==> src/rtl/delta_decoder_pkg.sv <==
// Shared types and constants for the delta decoder.
package delta_pkg;

  // Decoder mode: waiting for an anchoring keyframe, or summing deltas.
  typedef enum logic {
    WAIT_KEY = 1'b0,
    RUN      = 1'b1
  } state_t;

  localparam int DW_DEF      = 32;
  localparam int MAX_RUN_DEF = 256;

  // Signed rails for the default sample width.
  localparam logic [DW_DEF-1:0] SMAX = {1'b0, {(DW_DEF-1){1'b1}}};
  localparam logic [DW_DEF-1:0] SMIN = {1'b1, {(DW_DEF-1){1'b0}}};

endpackage

==> src/rtl/delta_decoder_sat_add.sv <==
// Saturating signed adder: a + b clamped to the DW-bit two's complement range.
module sat_add #(
  parameter int DW = 32
) (
  input  logic [DW-1:0] a,
  input  logic [DW-1:0] b,
  output logic [DW-1:0] sum,
  output logic          sat
);

  localparam logic [DW-1:0] RAIL_MAX = {1'b0, {(DW-1){1'b1}}};
  localparam logic [DW-1:0] RAIL_MIN = {1'b1, {(DW-1){1'b0}}};

  logic [DW:0] sum_ext;

  // Sign-extend to DW+1 bits; the two top bits disagree exactly on overflow.
  always_comb begin
    sum_ext = {a[DW-1], a} + {b[DW-1], b};
    sat     = sum_ext[DW] ^ sum_ext[DW-1];
    sum     = sum_ext[DW-1:0];
    if (sat) begin
      sum = sum_ext[DW] ? RAIL_MIN : RAIL_MAX;
    end
  end

endmodule

==> src/rtl/delta_decoder.sv <==
// Rebuilds absolute samples from keyframes plus signed first differences.
// Single registered output stage with valid/ready on both sides.
module delta_decoder
  import delta_pkg::*;
#(
  parameter int DW      = DW_DEF,
  parameter int MAX_RUN = MAX_RUN_DEF,
  parameter int CNT_W   = 16
) (
  input  logic             clk,
  input  logic             rst,
  input  logic             s_valid,
  output logic             s_ready,
  input  logic             s_key,
  input  logic [DW-1:0]    s_data,
  output logic             m_valid,
  input  logic             m_ready,
  output logic [DW-1:0]    m_sample,
  output logic             m_sat,
  output logic             run_err,
  output logic [CNT_W-1:0] drop_cnt
);

  localparam int            RW        = $clog2(MAX_RUN + 1);
  localparam logic [RW-1:0] RUN_LIMIT = RW'(MAX_RUN);

  state_t          state, state_nxt;
  logic [DW-1:0]   acc, acc_nxt;
  logic [RW-1:0]   run, run_nxt;
  logic            accept;
  logic            load;
  logic [DW-1:0]   load_data;
  logic            load_sat;
  logic            drop;
  logic            err;
  logic [DW-1:0]   sum;
  logic            sum_sat;

  // The output register may refill in the same cycle it drains.
  assign s_ready = !m_valid || m_ready;
  assign accept  = s_valid && s_ready;

  sat_add #(.DW(DW)) u_sat_add (
    .a   (acc),
    .b   (s_data),
    .sum (sum),
    .sat (sum_sat)
  );

  // Next-state decode: keyframes re-anchor, deltas accumulate until the run limit.
  always_comb begin
    // NOTE: every signal gets a default first so no path leaves it unassigned (no latches).
    state_nxt = state;
    acc_nxt   = acc;
    run_nxt   = run;
    load      = 1'b0;
    load_data = '0;
    load_sat  = 1'b0;
    drop      = 1'b0;
    err       = 1'b0;
    if (accept) begin
      if (s_key) begin
        acc_nxt   = s_data;
        load      = 1'b1;
        load_data = s_data;
        run_nxt   = '0;
        state_nxt = RUN;
      end else begin
        unique case (state)
          WAIT_KEY: drop = 1'b1;
          RUN: begin
            if (run < RUN_LIMIT) begin
              acc_nxt   = sum;
              load      = 1'b1;
              load_data = sum;
              load_sat  = sum_sat;
              run_nxt   = run + RW'(1);
            end else begin
              drop      = 1'b1;
              err       = 1'b1;
              state_nxt = WAIT_KEY;
            end
          end
          default: state_nxt = WAIT_KEY;
        endcase
      end
    end
  end

  // State, accumulator, output register and drop counter.
  always_ff @(posedge clk) begin
    // NOTE: non-blocking assignments so every register sees pre-edge values.
    if (rst) begin
      state    <= WAIT_KEY;
      acc      <= '0;
      run      <= '0;
      m_valid  <= 1'b0;
      m_sample <= '0;
      m_sat    <= 1'b0;
      run_err  <= 1'b0;
      drop_cnt <= '0;
    end else begin
      state   <= state_nxt;
      acc     <= acc_nxt;
      run     <= run_nxt;
      run_err <= err;
      if (load) begin
        m_valid  <= 1'b1;
        m_sample <= load_data;
        m_sat    <= load_sat;
      end else if (m_ready) begin
        m_valid <= 1'b0;
      end
      if (drop && (drop_cnt != '1)) begin
        drop_cnt <= drop_cnt + CNT_W'(1);
      end
    end
  end

endmodule

==> config.mk <==
export PLATFORM = sky130hd
export DESIGN_NAME = delta_decoder
export DESIGN_NICKNAME = d
export VERILOG_FILES = /design/src/rtl/delta_decoder_pkg.sv /design/src/rtl/delta_decoder_sat_add.sv /design/src/rtl/delta_decoder.sv
export SDC_FILE = /design/constraint.sdc
export NUM_CORES = 1
export LEC_CHECK = 0
export ABC_AREA = 1
export CAP_MARGIN = 20
export CORE_UTILIZATION = 50
export DETAILED_ROUTE_END_ITERATION = 16
export PLACE_DENSITY = 0.74
export SYNTH_ARGS = -nofsm -noshare
export SYNTH_HDL_FRONTEND = slang
export SYNTH_SLANG_ARGS = --single-unit
==> constraint.sdc <==
create_clock -name clk -period 3.23 [get_ports clk]
set_input_delay 0.969 -clock clk [delete_from_list [all_inputs] [get_ports clk]]
set_output_delay 0.969 -clock clk [all_outputs]
set_load 0.05 [all_outputs]
==> out/qor.txt <==
final cycle utilization of the critical path = 95.9%
worst slew pin tran = 800 ps
clock buffer count from CTS = 9
Fin Hold WS = 463 ps
final-report hold violation count = 0
Final Wtd Congestion = 0.957
Site Rows = 40
first-pass GRT wire length = 27300 um
vias in the first global route = 6098
P&R area growth vs syn = 38.7%
Buffers on Ports = 88
layout cells sized above 1 = 16.0%
clk slew on worst S/H paths = 70 ps
Syn. warnings = 0
Total Routing Usage GR = 25.7%
syn avg cell area = 6.16 um^2
clk root buf = clkbuf_16
CP Capture Type = flop
io pins = 89
P per Cell Area = 434 nW/um^2
Initial Util = 52.0%
Yosys cell types = 38
Max-Cap Viols = 0
total die area = 13200 um^2
Reg-to-Reg Start = acc[0]
ys flop type = dfxtp_1
Pre-antenna DRT Iters = 5
filler instances = 1039
reg-to-reg endpoint = m_sample[21]
routed vias/inst = 4.96
drt wl/cell = 12.9 um
startpoint types = primary input
Finished Cell Area = 8810 um^2
fin nets = 1265
Worst Hold Class = reg -> reg
clk_lat worst skew = 360 ps
ANT nets after route = 0
Max IR drop VDD = 0.448 mV
initial antenna violation count = 0
LEAKAGE = 4.26 nW
CTS tree = yes
sequential element share of the synthesized area = 29.3%
largest net degree at the start of global routing = 77
slew margin rel. = 46.6%
initial DRC count = 407
Critical Path Source = s_data[25]
Slew Viols, Final = 0
vias = 6774
skew final = 8.87 ps
WP data required = 3430 ps
Die Height = 115 um
worst setup path class = in -> reg
CP max FO = 8
hold path cells = 2
Die Span X = 115 um
hold path startpoint = m_sample[20]
#FFs+latches synth = 93
syn nets = 1103
# diodes = 0
Setup violations, final = 0
WL final = 17600 um
reg-to-reg setup timing slack = 730 ps
status = finished, final reports clean
number of synthesized flops with an enable pin = 0
clock buffer depth = 2
Clock Sinks = 93
DP HPWL = 12200 um
Placed Cells = 1346
crit path time final = 3100 ps
Mapped Cells = 1031
core area = 12200 um^2
Highest Clock Rate = 323 MHz
FF-to-FF path depth = 17
Layout Cells excl Fill = 1366
CTS H-tree lvls = 3
Mapped Area = 6350 um^2
total grt overflow = 0
Area after DPL = 7930 um^2
ys async rst share = 0%
DR DRC count = 0
Critical Path AT = 3300 ps
CTS Hold Bufs = 0
worst hold path endpoint = m_sample[20]
[sequential cells by signal, indices dropped and copies added, names as in the netlist]
| signal | flops |
|---|---|
| state | 1 |
| acc | 32 |
| m_valid | 1 |
| run_err | 1 |
| m_sample | 32 |
| m_sat | 1 |
| drop_cnt | 16 |
| run | 9 |
[routing by layer]
metal | global-route usage (%) | vias to the layer above | share of wire, %
met5 | 0 | - | 0
met4 | 6.23 | 0 | 1.2
met3 | 5.19 | 16 | 5.7
met2 | 42.1 | 173 | 47
met1 | 34.5 | 3032 | 46
li1 | - | 3553 | -
[layout make-up]
type	instances	area, um^2	share of cell area (%)
clock buffers	9	225	2.56
repair buffers	182	1720	19.5
flip-flops and latches	93	1860	21.1
inverters	124	465	5.28
clock inverters	7	86.3	0.980
multi-input cells	783	4240	48.2
well taps	168	210	2.39
[report_power, final]
group	switching (mW)	internal, mW
Sequential	0.0560	1.22
Combinational	0.793	0.617
Clock	0.510	0.621
[cell usage in the layout (no fill, tap or decap), types with 2 or more instances in the layout]
cell               n
a21oi_2           10
a21oi_4            2
dlymetal6s2s_1    24
nor4_1             5
nor2_1           111
nand2_1          380
ha_1               4
nor3b_1            5
buf_4             89
nand2_2           22
inv_6              2
clkbuf_16         11
inv_8              3
nand4_1            7
nor2_2             7
buf_12             3
a21oi_1           99
xnor2_1           13
xor2_1             5
a211oi_1           3
o21ai_0           12
nor3_1            13
and3_1             3
clkdlybuf4s50_1   62
ha_4              29
nand3_1           21
inv_2              3
dfxtp_1           93
inv_1            121
nand3b_1          11
o21bai_1          10
[Yosys cell counts (2+ instances only)]
library cell | n | share of area [%]
nor2_1 | 115 | 6.8
ha_1 | 34 | 6.7
nand2_2 | 15 | 1.5
nor3b_1 | 5 | 0.59
xnor2_1 | 13 | 1.8
a21oi_2 | 2 | 0.28
a21oi_1 | 107 | 8.4
nand3b_1 | 11 | 1.3
clkbuf_1 | 13 | 0.77
buf_4 | 2 | 0.24
nand3_1 | 21 | 1.7
xor2_1 | 5 | 0.69
a211oi_1 | 3 | 0.35
nor3_1 | 13 | 1.0
a21oi_4 | 2 | 0.51
nand4_1 | 7 | 0.69
nand2_1 | 388 | 23
nor4_1 | 5 | 0.49
o21bai_1 | 10 | 1.2
inv_1 | 121 | 7.2
buf_6 | 9 | 1.6
nor2_2 | 4 | 0.39
dfxtp_1 | 93 | 29
dlygate4sd1_1 | 3 | 0.41
buf_2 | 2 | 0.16
and3_1 | 3 | 0.30
o21ai_0 | 12 | 0.95
inv_2 | 3 | 0.18
[worst max-delay path: stages]
cell	delay (ps)
clkdlybuf4s50_1	480
ha_4	310
nand2_1	70
inv_2	60
nand2_1	110
nor4_4	260
nand2_2	100
nand3_1	90
nand2_2	80
a21oi_4	310
clkbuf_16	230
nand2_1	60
nand2_1	80
a21oi_1	70
[cells by family (layout without fill, tap and decap cells)]
logic type	count (synthesis)	count (layout)	synth area share, %
buf+inv	155	322	10.9
compound gates	140	140	12.1
simple gates	590	590	38.2
fa+ha+maj	35	35	7.02
flops	93	93	29.3
xor+xnor	18	18	2.48
[how the worst max path moves through the flow]
stage | end | slack, ps | cells past startpoint
after floorplan | acc[25] | 320 | 17
after global routing | acc[27] | -40 | 17
after CTS | m_sample[19] | 9 | 18
final | m_sample[21] | 130 | 14
after detailed placement | m_sample[27] | -360 | 18
after global placement | m_sample[27] | -290 | 18
[repair_timing]
item	in CTS	in global routing
setup endpoints to repair	0	64
setup buffers	0	1
resized for setup	0	76
[through the flow]
stage | setup slack, ps | util, % | total power, mW | TNS (ps)
2_1_floorplan | 316 | - | 2.12 | 0
3_3_place_gp | -287 | 64.9 | 2.54 | -16390
3_5_place_dp | -361 | 64.9 | 2.55 | -21530
4_1_cts | 8.63 | 67.5 | 3.68 | 0
5_1_grt | -39.1 | 72.1 | 4.03 | -870
6_report | 134 | 72.1 | 3.82 | 0
Note: power is estimated with default switching activity, not from simulation.
